**src/rtl/uart_pkg.sv**
```systemverilog
// uart_pkg: shared constants and state encodings for the UART transceiver.
package uart_pkg;
  localparam int CLKS_PER_BIT_DFLT = 434;
  localparam int DATA_BITS = 8;
  typedef enum logic [2:0] {TX_IDLE, TX_START, TX_DATA, TX_STOP, TX_GAP} tx_state_e;
  typedef enum logic [1:0] {RX_IDLE, RX_START, RX_DATA, RX_STOP} rx_state_e;
endpackage

```
**src/rtl/uart_rx.sv**
```systemverilog
// uart_rx: 8N1 receiver with a 2-flop input synchroniser; data_o holds the last well-framed byte.
module uart_rx
  import uart_pkg::*;
#(
  parameter int CLKS_PER_BIT = CLKS_PER_BIT_DFLT
) (
  input  logic                 clk,
  input  logic                 rst,
  input  logic                 rx_i,
  output logic [DATA_BITS-1:0] data_o
);
  localparam int CW = $clog2(CLKS_PER_BIT);
  localparam logic [CW-1:0] LAST = CW'(CLKS_PER_BIT - 1);
  localparam logic [CW-1:0] HALF = CW'(CLKS_PER_BIT / 2 - 1);
  rx_state_e            st_q;
  logic [1:0]           sync_q;
  logic [CW-1:0]        cnt_q;
  logic [2:0]           idx_q;
  logic [DATA_BITS-1:0] sh_q;
  logic [DATA_BITS-1:0] data_q;
  logic                 rx_s;
  assign rx_s   = sync_q[1];
  assign data_o = data_q;
  // Synchroniser resets to the idle level so release never looks like a start bit.
  always_ff @(posedge clk or posedge rst)
    if (rst) begin
      st_q   <= RX_IDLE;
      sync_q <= 2'b11;
      cnt_q  <= '0;
      idx_q  <= '0;
      sh_q   <= '0;
      data_q <= '0;
    end else begin
      sync_q <= {sync_q[0], rx_i};
      case (st_q)
        RX_IDLE: begin
          cnt_q <= '0;
          if (!rx_s) st_q <= RX_START;
        end
        RX_START:
          if (cnt_q == HALF) begin
            cnt_q <= '0;
            idx_q <= '0;
            st_q  <= rx_s ? RX_IDLE : RX_DATA;
          end else cnt_q <= cnt_q + 1'b1;
        RX_DATA:
          if (cnt_q == LAST) begin
            cnt_q <= '0;
            sh_q  <= {rx_s, sh_q[DATA_BITS-1:1]};
            idx_q <= idx_q + 3'd1;
            if (idx_q == 3'd7) st_q <= RX_STOP;
          end else cnt_q <= cnt_q + 1'b1;
        RX_STOP:
          if (cnt_q == LAST) begin
            cnt_q <= '0;
            st_q  <= RX_IDLE;
            if (rx_s) data_q <= sh_q;
          end else cnt_q <= cnt_q + 1'b1;
        default: st_q <= RX_IDLE;
      endcase
    end
endmodule

```
**src/rtl/uart_module.sv**
```systemverilog
// uart_module: 8N1 transmitter of an incrementing byte pattern plus an independent 8N1 receiver.
module uart_module
  import uart_pkg::*;
#(
  parameter int CLKS_PER_BIT = CLKS_PER_BIT_DFLT
) (
  input  logic                 clk,
  input  logic                 rxrst,
  input  logic                 txrst,
  input  logic                 Rx,
  output logic                 Tx,
  output logic [DATA_BITS-1:0] tx_data,
  output logic [DATA_BITS-1:0] data
);
  localparam int CW = $clog2(CLKS_PER_BIT);
  localparam logic [CW-1:0] LAST = CW'(CLKS_PER_BIT - 1);
  tx_state_e            st_q;
  logic [CW-1:0]        cnt_q;
  logic [2:0]           idx_q;
  logic [2:0]           nxt_idx;
  logic                 tx_q;
  logic [DATA_BITS-1:0] tx_data_q;
  logic                 last;
  assign last    = cnt_q == LAST;
  assign nxt_idx = idx_q + 3'd1;
  assign Tx      = tx_q;
  assign tx_data = tx_data_q;
  // Tx is a flop with async preset, so txrst truncates a frame immediately.
  always_ff @(posedge clk or posedge txrst)
    if (txrst) begin
      st_q      <= TX_IDLE;
      cnt_q     <= '0;
      idx_q     <= '0;
      tx_q      <= 1'b1;
      tx_data_q <= '0;
    end else begin
      cnt_q <= (st_q == TX_IDLE || last) ? '0 : cnt_q + 1'b1;
      case (st_q)
        TX_IDLE: begin
          st_q <= TX_START;
          tx_q <= 1'b0;
        end
        TX_START:
          if (last) begin
            st_q  <= TX_DATA;
            idx_q <= '0;
            tx_q  <= tx_data_q[0];
          end
        TX_DATA:
          if (last) begin
            idx_q <= nxt_idx;
            st_q  <= (idx_q == 3'd7) ? TX_STOP : TX_DATA;
            tx_q  <= (idx_q == 3'd7) ? 1'b1 : tx_data_q[nxt_idx];
          end
        TX_STOP:
          if (last) begin
            st_q      <= TX_GAP;
            tx_data_q <= tx_data_q + 1'b1;
          end
        TX_GAP:
          if (last) begin
            st_q <= TX_START;
            tx_q <= 1'b0;
          end
        default: st_q <= TX_IDLE;
      endcase
    end
  uart_rx #(.CLKS_PER_BIT(CLKS_PER_BIT)) u_rx (
    .clk   (clk),
    .rst   (rxrst),
    .rx_i  (Rx),
    .data_o(data)
  );
endmodule

```
**config.mk**
```make
export PLATFORM = sky130hd
export DESIGN_NAME = uart_module
export DESIGN_NICKNAME = d
export VERILOG_FILES = /design/src/rtl/uart_pkg.sv /design/src/rtl/uart_rx.sv /design/src/rtl/uart_module.sv
export SDC_FILE = /design/constraint.sdc
export NUM_CORES = 1
export LEC_CHECK = 0
export CELL_PAD_IN_SITES_DETAIL_PLACEMENT = 0
export CELL_PAD_IN_SITES_GLOBAL_PLACEMENT = 1
export CORE_MARGIN = 1
export CORE_UTILIZATION = 40
export DETAILED_ROUTE_END_ITERATION = 8
export GPL_ROUTABILITY_DRIVEN = 0
export PLACE_DENSITY = 0.67
export SYNTH_ARGS = -nofsm -noshare
export SYNTH_HDL_FRONTEND = slang
export SYNTH_SLANG_ARGS = --single-unit
export TNS_END_PERCENT = 1
```
**constraint.sdc**
```tcl
create_clock -name clk -period 2.1 [get_ports clk]
set_input_delay 0.63 -clock clk [delete_from_list [all_inputs] [get_ports clk]]
set_output_delay 0.63 -clock clk [all_outputs]
set_load 0.005 [all_outputs]
```
Yosys cells after proc, flatten, opt, wreduce, memory -nomap -nowiden
Index checks and enable logic that the tools add are counted.
{"block": "totals", "ff_bits": 56, "in_bits": 4, "output_inout_bits": 17, "wordCells": 83}
{"block": "op_classes", "add_sub_neg": 5, "n_lt_le_gt_ge": 1, "eq_ne": 21, "n_mux": 30, "reduce_logical": 15}
{"operator": "9-bit two-way mux", "n": 3}
{"operator": "9-bit case mux with 3 select lines", "n": 1}
{"operator": "3-bit two-way mux", "n": 8}
{"operator": "9-bit by 1-bit adder with 9-bit output (second input constant)", "n": 2}
{"operator": "9-bit equality test (second input constant)", "n": 2}
{"operator": "3-bit case mux with 5 select lines", "n": 1}
{"operator": "2-bit two-way mux", "n": 6}
{"operator": "3-bit case mux with 2 select lines", "n": 2}
{"operator": "2-bit inequality test (second input constant)", "n": 5}
{"operator": "3-bit equality test (second input constant)", "n": 3}
{"operator": "9-bit by 8-bit equality test with 1-bit output (second input constant)", "n": 1}
{"operator": "3-bit AND reduction", "n": 3}
{"operator": "8-bit by 1-bit adder with 8-bit output (second input constant)", "n": 1}
{"operator": "2-bit by 1-bit inequality test with 1-bit output (second input constant)", "n": 4}
{"operator": "2-bit case mux with 4 select lines", "n": 1}
{"operator": "4-bit AND reduction", "n": 2}
{"operator": "3-bit by 1-bit adder with 3-bit output (second input constant)", "n": 2}
{"operator": "3-bit by 2-bit equality test with 1-bit output (second input constant)", "n": 2}
{"operator": "1-bit two-way mux", "n": 6}
{"operator": "5-bit AND reduction", "n": 1}
{"operator": "2-bit equality test (second input constant)", "n": 2}
{"operator": "3-bit by 4-bit < comparator with 1-bit output (second input constant)", "n": 1}
{"operator": "1-bit case mux with 4 select lines", "n": 1}
{"operator": "2-bit AND reduction", "n": 2}
{"operator": "other kinds (9)", "n": 10}

Longest topological paths before layout
Gate-level depths: netlist of the first run.
{"block": "logic_depth", "ltp_word": 6, "ltp_mapped": 8, "ltp_nobuf": 6}

Hierarchy
From an unflattened synthesis of the first run, not the netlist that was laid out.
{"block": "unflattened", "hier_cells": 233, "area_unflattened_um2": 2798.9}
{"mod": "uart_rx", "instances": 1, "cells_each": 110, "area_each_um2": 1465.2, "seq_area_each_um2": 803.3}
{"mod": "uart_module", "instances": 1, "cells_each": 123, "area_each_um2": 1333.8, "seq_area_each_um2": 601.8}

Least setup slack after synthesis of the first run
No wires, ideal clock.
{"block": "synth_path", "kind": "register to register", "from": "register idx_q[0]", "to": "register tx_q (netlist: Tx)", "setup_ps": 93, "t_arrival_ps": 1671, "required_time_ps": 2007, "setup_slack_ps": 336, "stages_incl_launch_ff": 6, "path_buffers": 0, "synth_period_minus_slack_ps": 1764, "path_cell_list": "dfrtp_1 -> ha_1 -> mux4_2 -> mux2_2 -> nand3_1 -> a22oi_1"}
{"block": "synth_between", "elab_chain_len": 6, "word_cells_on_any_way": 7, "classes_between": "add/sub: 1; eq/ne: 1; mux: 5"}
{"element": "from (decl)", "line": "uart_module.sv:19", "text": "logic [2:0] idx_q;"}
{"element": "from (signal assigned)", "line": "uart_module.sv:51", "text": "idx_q <= nxt_idx;"}
{"element": "3-bit by 1-bit adder with 3-bit output", "line": "uart_module.sv:25", "text": "assign nxt_idx = idx_q + 3'd1;"}
{"element": "1-bit binary-select mux with 3-bit select", "line": "uart_module.sv:53", "text": "tx_q <= (idx_q == 3'd7) ? 1'b1 : tx_data_q[nxt_idx];"}
{"element": "1-bit two-way mux (implied by the code)", "line": "uart_module.sv:53"}
{"element": "1-bit two-way mux *", "line": "uart_module.sv:53"}
{"element": "1-bit two-way mux *", "line": "uart_module.sv:50", "text": "if (last) begin"}
{"element": "1-bit case mux with 4 select lines *", "line": "uart_module.sv:38", "text": "case (st_q)"}
{"element": "to (signal assigned)", "line": "uart_module.sv:47", "text": "tx_q <= tx_data_q[0];"}
{"element": "to (signal assigned)", "line": "uart_module.sv:53"}
{"element": "to (decl)", "line": "uart_module.sv:21", "text": "logic tx_q;"}
Mark *: on every way between the ends. The rest lies on a longest branch, timed or not. The select of a mux whose other input is x is not followed.
A chain may end at the register's enable or synchronous reset.

Final worst setup path of the first run
{"block": "layout_path", "from": "register tx_q (netlist: Tx)", "to": "output port Tx"}
{"element": "to (decl)", "line": "uart_module.sv:11", "text": "output logic Tx,"}
No word-level cell between the ends.

==> results of run 1 <==
==> placed cells by master, fill, tap and decap left out, types with 5 or more instances in the layout <==
master	instances
clkdlybuf4s50_1	20
mux2_2	18
nand4_1	6
nand3_1	9
nor2_1	25
clkbuf_8	5
dfrtp_1	53
nand2_1	15
ha_1	15
nor3_1	5
buf_4	7
xnor2_1	16
and3_1	5
inv_1	14
o21ai_0	8
==> sequential cells by signal, summed over array words and instances (netlist names), named ones only <==
| name | flops |
|---|---|
| u_rx.cnt_q | 9 |
| st_q | 3 |
| Tx | 1 |
| u_rx.sync_q | 2 |
| idx_q | 3 |
| cnt_q | 9 |
| u_rx.idx_q | 3 |
| tx_data | 8 |
| u_rx.sh_q | 8 |
| u_rx.data_o | 8 |
| u_rx.st_q | 1 |
==> final cells by class <==
cell class / count / area, µm² / share of cell area
clock buffer: 5 / 68.8 / 0.0215
clock inverter: 3 / 25.0 / 0.00782
inverter: 14 / 52.6 / 0.0164
multi-input combinational: 172 / 1300 / 0.405
sequential: 56 / 1410 / 0.439
tap: 80 / 100 / 0.0313
timing repair buffer: 27 / 253 / 0.0790
==> worst reg2reg max path, stage by stage (launching register included) <==
cell and delay (ns):
dfrtp_1 0.42, inv_1 0.06, ha_1 0.13, nand4bb_1 0.30, nor4b_4 0.33, buf_4 0.20
mux2_2 0.34
==> power breakdown <==
part | internal [mW] | switching [mW]
sequential | 1.08 | 0.00127
clock | 0.244 | 0.383
combinational | 0.00811 | 0.0219
total | 1.33 | 0.406
==> logic make-up after synthesis <==
logic type               after synthesis  synth area share
XOR/XNOR                              20            0.0627
adder cells (fa/ha/maj)               15            0.0672
AO/OA/AOI/OAI                         31            0.0762
AND/OR/NAND/NOR                       84             0.162
flip-flops                            56             0.503
multiplexers                          22            0.0959
buffers and inverters                 21            0.0327
==> layer usage <==
metal,wire [µm],vias up,global-route usage
met4,51,0,0.0500
met3,145,5,0.0337
met2,2250,22,0.236
met1,2440,906,0.200
met5,0,-,0
li1,-,940,-
==> worst max-delay path by stage <==
| stage | startpoint | end | slack, ns |
|---|---|---|---|
| 6_report | Tx$_DFFE_PP1P_ | Tx | 0.1 |
| 5_1_grt | cnt_q[1]$_DFF_PP0_ | Tx$_DFFE_PP1P_ | 0.03 |
| 4_1_cts | Tx$_DFFE_PP1P_ | Tx | 0.08 |
| 3_5_place_dp | idx_q[0]$_DFFE_PP0P_ | Tx$_DFFE_PP1P_ | 0.22 |
| 3_3_place_gp | idx_q[0]$_DFFE_PP0P_ | Tx$_DFFE_PP1P_ | 0.26 |
| 2_1_floorplan | idx_q[0]$_DFFE_PP0P_ | Tx$_DFFE_PP1P_ | 0.34 |
==> results.cfg, run 1 <==
[cts]
cts_tree = done
holdBufCountCts = 0
root_buffer = clkbuf_8
cts_resized = 0
post-cts-setup-buffers = 0
htree_levels = 2
cts_buffers = 5
cts.sinks = 56
insertion_delay_ns = 0.32
cts.clk_slew.worst_paths_ns = 0.11
clk_path_buf_depth = 2

[routing]
drc = 0
ant_nets = 0
wire_per_inst_um = 13.7
routed_wl_um = 4890
drt_pass1_iterations = 5
vias_per_cell = 5.25
first_iter_violations = 71
vias = 1873

[timing]
rsz0062_at_grt = false
setup_violations = 0
period_share = 0.954
worst_pin_slew_ns = 0.461
fmax_mhz = 499
min_period_ns = 2.00
holdWs_ns = 0.365
layout_setup_ws_ns = 0.0965
slew_viol_final = 0
slew_headroom = 0.693
finClkSkew_ns = 0.0134
finalSetupTns_ns = 0
report.final.hold_viol_count = 0

[die]
core_area_mm2 = 0.00676
fp.dieH_um = 85.6
num_io_pins = 21
start_util = 0.413
design.die.area_mm2 = 0.00732
die_w_um = 85.6
rows = 30

[synth]
synth_area_per_cell_um2 = 11.2
netlist_area_mm2 = 0.00279
synth_common_cells = dfrtp_1 (53), nor2_1 (25), mux2_2 (18)
synthTopCellsByArea = dfrtp_1 (47%), mux2_2 (7.3%), ha_1 (6.7%), xnor2_1 (5.0%), nor2_1 (3.4%)
synthArstFlopShare = 1.00
synth_warnings = 0
yosysMostFrequentCell = dfrtp_1
synth_flop_cell = dfrtp_1
syn_nets = 268
ys_seq_area_frac = 0.503
synth_seq_cells = 56
synth_cell_types = 46
netlist_instances = 249
synth.top_cell.area_share = 0.475
synth_top_area_cell = dfrtp_1
synth_edf_count = 0

[finish]
synthToLayoutAreaGrowth_pct = 14.6
nFillCells = 630
stdcell_count = 357
fin_area_mm2 = 0.00320
drive_above_1_share = 0.155
n_antenna_cell = 0
fin_util = 0.474
nets = 295

[worst_setup_path]
cp_data_arrival_time_ns = 1.37
required_ns = 1.47
critical_path_class = reg -> out
path_cells = clkdlybuf4s50_1
crit_family = flip-flops
cp_num_buf_inv = 1
r2r-end = tx_data[1]$_DFFE_PP0P_
start_kind = register
r2r_slack_ns = 0.21
path_depth = 1
worst-path-max-fanout = 2
cp_slowest_stage_delay_ns = 0.55
ff2ff_path_depth = 6
endpoint_kind = output port
crit_slowest_cell = dfstp_2
r2r_start = cnt_q[1]$_DFF_PP0_

[min_path]
hp-class = reg -> reg
hold_path_end = u_rx.sync_q[1]$_DFF_PP1_
holdCritStartpoint = u_rx.sync_q[0]$_DFF_PP1_
whs_path_depth = 0

[power]
cellPowerDensity_mw_per_mm2 = 543
static-leakage-power_nw = 1.45
irDropWorstVdd_mv = 0.249
total_power_mw = 1.74

[grt]
grt_use_total = 0.148
grt_max_degree = 33
antenna_found_initial = 0
grt_pass1_wl_um = 8600
overflow = 0
first_global_vias = 1843

[place]
place_area_mm2 = 0.00311
place_ws_ns = 0.221
dp_hpwl_um = 3400
placed_cells = 349
portBuffers = 20

[outcome]
status = finished, final reports clean

[flow_run]
cap_violations = 0
No activity file was read; power rests on OpenSTA's default activity.
==> run 2: changes to the inputs <==
==> constraint.sdc (replaced) <==
create_clock -name clk -period 2.1 [get_ports clk]
set_input_delay 0.21 -clock clk [delete_from_list [all_inputs] [get_ports clk]]
set_output_delay 0.21 -clock clk [all_outputs]
set_load 0.005 [all_outputs]
==> results of run 2 <==
The final DEF is identical to that of run 1. Status: finished, final reports clean.
Main changes from that run: setup slack after layout 0.0965 ns -> 0.212 ns; hold slack 0.365 ns -> 0.231 ns; start point of the critical path Tx$_DFFE_PP1P_ -> cnt_q[1]$_DFF_PP0_; end point of the critical path Tx -> tx_data[1]$_DFFE_PP0P_
==> RTL change 1: new RTL, settings of run 2 <==
Put a register stage on the output `data`, cleared by the reset. The value now appears one clock later. The other outputs are not delayed to match.
--- a/src/rtl/uart_module.sv
+++ b/src/rtl/uart_module.sv
@@ -14,6 +14,8 @@
 );
   localparam int CW = $clog2(CLKS_PER_BIT);
   localparam logic [CW-1:0] LAST = CW'(CLKS_PER_BIT - 1);
+
+  logic [DATA_BITS-1:0] data_d;
   tx_state_e            st_q;
   logic [CW-1:0]        cnt_q;
   logic [2:0]           idx_q;
@@ -69,7 +71,15 @@
     .clk   (clk),
     .rst   (rxrst),
     .rx_i  (Rx),
-    .data_o(data)
+    .data_o(data_d)
   );
+  always_ff @(posedge clk or posedge txrst) begin
+      if (txrst) begin
+          data <= '0;
+      end else begin
+          data <= data_d;
+      end
+  end
+
 endmodule
 
Check against the original RTL: same outputs for any inputs over 10 cycles, from zero or initial values; that may be too few to reach the edited logic, so the function may still have changed.
==> RTL change 1 against run 2 <==
Power rose by 42%. Final area rose by 13%. Area after synthesis rose by 7.8%. Routed wire length rose by 3.6%. Setup slack improved by 0.0020 ns. Sequential cell count rose by 8. Clock power rose by 90%. Utilization rose by 2.7 points. Critical path type unchanged. Largest power group unchanged.
==> RTL change 1: results (changes against run 2) <==
| Metric | Value |
|---|---|
| Syn nets | `261 (-2.6%)` |
| Logic power comb | `0.0353 mW (+18%)` |
| Drt initial violations | `52 (-27%)` |
| Psw | `0.480 mW (+18%)` |
| Adder-Cell Fraction of Synth Area | `0.0623 (-0.00489)` |
| Area of the multi-input gates | `1320 sq um (+1.9%)` |
| Via-to-Cell Ratio | `4.91 (-6.5%)` |
| Multi-In Gates | `158 (-8.1%)` |
| Leak pwr | `1.70 nW (+17%)` |
| Global-route wire length before repair | `8740 um (+1.6%)` |
| # clock sinks | `64 (+14%)` |
| Final #Nets | `297 (+0.68%)` |
| Root Driver | `clkbuf_8` |
| GR Layer Usage met3 | `0.0578 (+0.0241)` |
| Worst setup EP type | `flip-flop` |
| Cell variety after synth | `49 (+6.5%)` |
| R2r endpoint | `u_rx.sh_q[6]` |
| Post-synthesis sequential area ratio | `0.533 (+0.0299)` |
| Mux cell area share after synthesis | `0.102 (+0.00632)` |
| Clock latency on the worst-skew pair | `around 0.33 ns` |
| ClkCell Share | `0.0638 (+0.0345)` |
| # diodes | `0 (unchanged)` |
| H-tree depth | `3 (+1)` |
| Sequential share of cell area | `0.442 (+0.00325)` |
| R2R depth | `5 (-1)` |
| Worst VDD drop | `416 uV (+67%)` |
| TritonRoute pass-1 iters | `4 (-1)` |
| Clock power share | `0.483 (+0.123)` |
| Post-Synth XOR/XNOR Area | `0.0582 (-0.00456)` |
| Fraction of layout cells with a size suffix above 1 | `0.201 (+0.0462)` |
| Buffering overhead | `0.0814 (+0.00238)` |
| Dpl hpwl | `3570 um (+5.0%)` |
| Fillers | `662 (+5.1%)` |
| Initial antenna violation count | `0 (unchanged)` |
| Worst slew pin tran | `0.574 ns (+0.113 ns)` |
| WL final | `5060 um (+3.6%)` |
| Worst R2R Start | `u_rx.st_q[0]` |
| Met2 GRT Util | `0.235 (-0.000671)` |
| Met1 usage | `0.188 (-0.0126)` |
| Largest stage delay, worst path | `0.58 ns (+0.16 ns)` |
| GRT Util Overall | `0.150 (+0.00174)` |
| CTS Buf Count | `9 (+4)` |
| Synth top cells by count | `61 x dfrtp_1, 22 x nor2_1, 15 x ha_1, 15 x xnor2_1, 14 x inv_1` |
| Compound-gate portion of the synthesized area | `0.0769 (+0.000694)` |
| Vias in the first global route | `1850 (+0.38%)` |
| Status | `finished, final reports clean` |
| Clock Pin Slew Worst Setup and Hold Paths | `0.07 ns (-0.04 ns)` |
| Nonclk buf count | `31 (+15%)` |
| Async SR Flop Fraction | `1.00 (unchanged)` |
| Hold Slack | `0.238 ns (+0.00654 ns)` |
| CP max-delay cell | `or3_1` |
| Top post-synthesis cells by area | `dfrtp_1 51%, ha_1 6.2%, mux2_2 4.5%` |
| Post-cts repair resize count | `0 (unchanged)` |
| Non-CTS inverters | `14 (unchanged)` |
| CLK BUF | `12 (+7)` |
| Clock skew | `0.00766 ns (-0.00577 ns)` |
| Fin Setup TNS | `0 ns (unchanged)` |
| Crit path max fanout | `8 (-1)` |
-- RTL change 1: changes by cell type after synthesis, moves of 3 or more --
cell	delta
nor2_1	-3
mux2_4	+8
mux2_2	-6
dfrtp_1	+8
o2bb2ai_1	+3
nand2_1	-7
o21ai_0	-4
o221ai_1	-3
-- RTL change 1: per-layer routing --
layer  share of wire  vias up  routed length (um)
met5               0        -                   0
li1                -      931                   -
met2            0.48       19                2450
met4           0.012        0                  59
met3           0.030        6                 153
met1            0.47      918                2400
-- RTL change 1: stage by stage --
stage	area (sq um)	power (mW)	setup slack, ns	cells
2_1_floorplan	3010	1.28	0.355	242
3_5_place_dp	3400	1.30	0.207	366
3_3_place_gp	3400	1.30	0.247	366
6_report	3630	2.46	0.214	382
5_1_grt	3630	2.57	0.0754	382
4_1_cts	3630	2.51	0.192	382
==> RTL change 2: new RTL, flow settings as in run 2 <==
Made on the original files. The package constant `CLKS_PER_BIT_DFLT` goes from 434 to 217.
--- a/src/rtl/uart_pkg.sv
+++ b/src/rtl/uart_pkg.sv
@@ -1,6 +1,6 @@
 // uart_pkg: shared constants and state encodings for the UART transceiver.
 package uart_pkg;
-  localparam int CLKS_PER_BIT_DFLT = 434;
+  localparam int CLKS_PER_BIT_DFLT = 217;
   localparam int DATA_BITS = 8;
   typedef enum logic [2:0] {TX_IDLE, TX_START, TX_DATA, TX_STOP, TX_GAP} tx_state_e;
   typedef enum logic [1:0] {RX_IDLE, RX_START, RX_DATA, RX_STOP} rx_state_e;
Function: same outputs for any inputs over 10 cycles, from zero or initial values and one cycle with rxrst high; that may be too few to reach the edited logic, so the function may still have changed.
==> RTL change 2 against run 2 <==
The run now ends with DRC left. Critical path depth fell by 1. Routed wire length fell by 0.84%. Power fell by 2.3%. Sequential power fell by 4%. Setup slack got worse by 0.0053 ns. Sequential cell count fell by 2. Area after synthesis fell by 3.4%. Final area fell by 1.1%. Via count fell by 2.8%. Cell count fell by 2.8%. Critical path type unchanged. Largest power group unchanged. Highest routed layer unchanged.
==> RTL change 2: results (changes against run 2) <==
| Metric | Value |
|---|---|
| Vias in the first global route | `1901 (+3.1%)` |
| Global-route wire length before repair | `8800 um (+2.3%)` |
| Largest stage delay, worst path | `0.50 ns (+0.08 ns)` |
| Status | `complete, but fails checks` |
| Root Driver | `clkbuf_8` |
| Pin count of the biggest net entering global routing | `32 (-3.0%)` |
| TritonRoute pass-1 iters | `8 (+3)` |
| Clock latency on the worst-skew pair | `a little over 0.3 ns` |
| GRT Util Overall | `0.154 (+0.00602)` |
| Violated checks | `DRC` |
| CP max-delay cell | `mux4_2` |
| Fraction of layout cells with a size suffix above 1 | `0.174 (+0.0188)` |
| Drt initial violations | `49 (-31%)` |
| H-tree depth | `2 (unchanged)` |
| Worst VDD drop | `225 uV (-9.6%)` |
| Syn Inst Count | `234 (-6.0%)` |
| Port bufs | `20 (unchanged)` |
| Slew margin rel. | `0.742 (+0.0495)` |
| # diodes | `0 (unchanged)` |
| Initial antenna violation count | `0 (unchanged)` |
| Synth Flop Type | `dfrtp_1` |
| Worst EP arrival | `2.14 ns (+0.04 ns)` |
| Fillers | `601 (-4.6%)` |
| Clock skew | `0.00609 ns (-0.00734 ns)` |
| Worst min path class | `in2async` |
| Post-cts repair resize count | `0 (unchanged)` |
| Placed Cells | `339 (-2.9%)` |
| Leak pwr | `1.41 nW (-2.8%)` |
| Top post-synthesis cells by area | `dfrtp_1 47%, mux2_2 7.1%, ha_1 6.5%` |
| Dpl hpwl | `3310 um (-2.6%)` |
| Via-to-Cell Ratio | `5.25 (about the same)` |
| CTS Buf Count | `5 (unchanged)` |
| Post-synthesis sequential area ratio | `0.502 (-0.00105)` |
| Synth warn | `0 (unchanged)` |
| Clock Pin Slew Worst Setup and Hold Paths | `0.11 ns (about the same)` |
| Syn nets | `252 (-6.0%)` |
| Routed length per instance | `14.0 um (+2.0%)` |
| Synth top cells by count | `51 x dfrtp_1, 20 x nor2_1, 18 x inv_1` |
| Crit path max fanout | `4 (-5)` |
| Cell variety after synth | `47 (+2.2%)` |
| Async SR Flop Fraction | `1.00 (unchanged)` |
| Clk buf depth | `2 (unchanged)` |
| Final #Nets | `287 (-2.7%)` |
| Residual DRC | `2 (+2)` |
| Placed cell areas | `3070 sq um (-1.2%)` |
| Non-Filler Instances | `347 (-2.8%)` |
| # Post-CTS Setup Buffers | `0 (unchanged)` |
-- RTL change 2: cell types whose count changed after synthesis, moves of 4 or more --
cell	before	now
o21ai_0	8	2
inv_1	14	18
nor2_1	25	20
o2bb2ai_1	0	6
nand2_1	15	9
xnor2_1	16	12
-- RTL change 2: critical path: cells and delay by family, from the launching register on --
| kind | cells | cell delay [ns] |
|---|---|---|
| muxes | 2 | 0.60 |
| DFF | 1 | 0.41 |
| adders and majority gates | 1 | 0.35 |
| and+or+nand+nor | 1 | 0.28 |
| AOI/OAI and AO/OA | 1 | 0.19 |
-- RTL change 2: cells by family (layout without fill, tap and decap cells) --
family / Yosys count / count (layout) / share of synthesized area
xor+xnor: 18 / 18 / 0.0584
fa+ha+maj: 14 / 14 / 0.0649
flops: 54 / 54 / 0.502
simple gates: 67 / 67 / 0.138
compound gates: 34 / 34 / 0.102
buf+inv: 24 / 60 / 0.0366
mux: 23 / 23 / 0.0978
-- RTL change 2: layer usage --
layer  vias to the layer above  GRT usage  wire, um
met5                         -          0         0
met4                         0     0.0611        77
met3                         7     0.0295       124
met2                        27      0.250      2220
met1                       883      0.204      2420
li1                        904          -         -
-- RTL change 2: area by class of cell --
| type | count | area, sq um | share of cell area |
|---|---|---|---|
| Sequential cell | 54 | 1360 | 0.428 |
| Clock buffer | 5 | 68.8 | 0.0217 |
| Tap cell | 77 | 96.3 | 0.0304 |
| Inverter | 18 | 67.6 | 0.0213 |
| Timing Repair Buffer | 34 | 305 | 0.0964 |
| Multi-Input combinational cell | 156 | 1240 | 0.393 |
| Clock inverter | 3 | 28.8 | 0.00909 |
-- RTL change 2: report_power, final --
part	internal (mW)	leakage [nW]	switching [mW]
clock	0.250	0.0506	0.378
sequential	1.04	0.714	0.00145
combinational	0.00760	0.648	0.0205
-- RTL change 2: final timing paths --
path	startpoint	to	cells past startpoint	slack, ns
max	idx_q[1]	Tx	5	0.21
min	txrst	idx_q[2]	3	0.23
max in group asynchronous	rxrst	u_rx.sync_q[0]	3	1.52
min reg2reg	u_rx.sync_q[0]	u_rx.sync_q[1]	0	0.36
max reg2reg	idx_q[1]	Tx	5	0.21
min in group clk	Rx	u_rx.sync_q[0]	1	0.31
-- RTL change 2: metrics by stage --
step,power [mW],worst slack [ns]
floorplan,1.08,0.300
global route,1.79,0.0894
finish,1.70,0.207
CTS,1.74,0.175
detailed placement,1.09,0.187
global placement,1.09,0.180
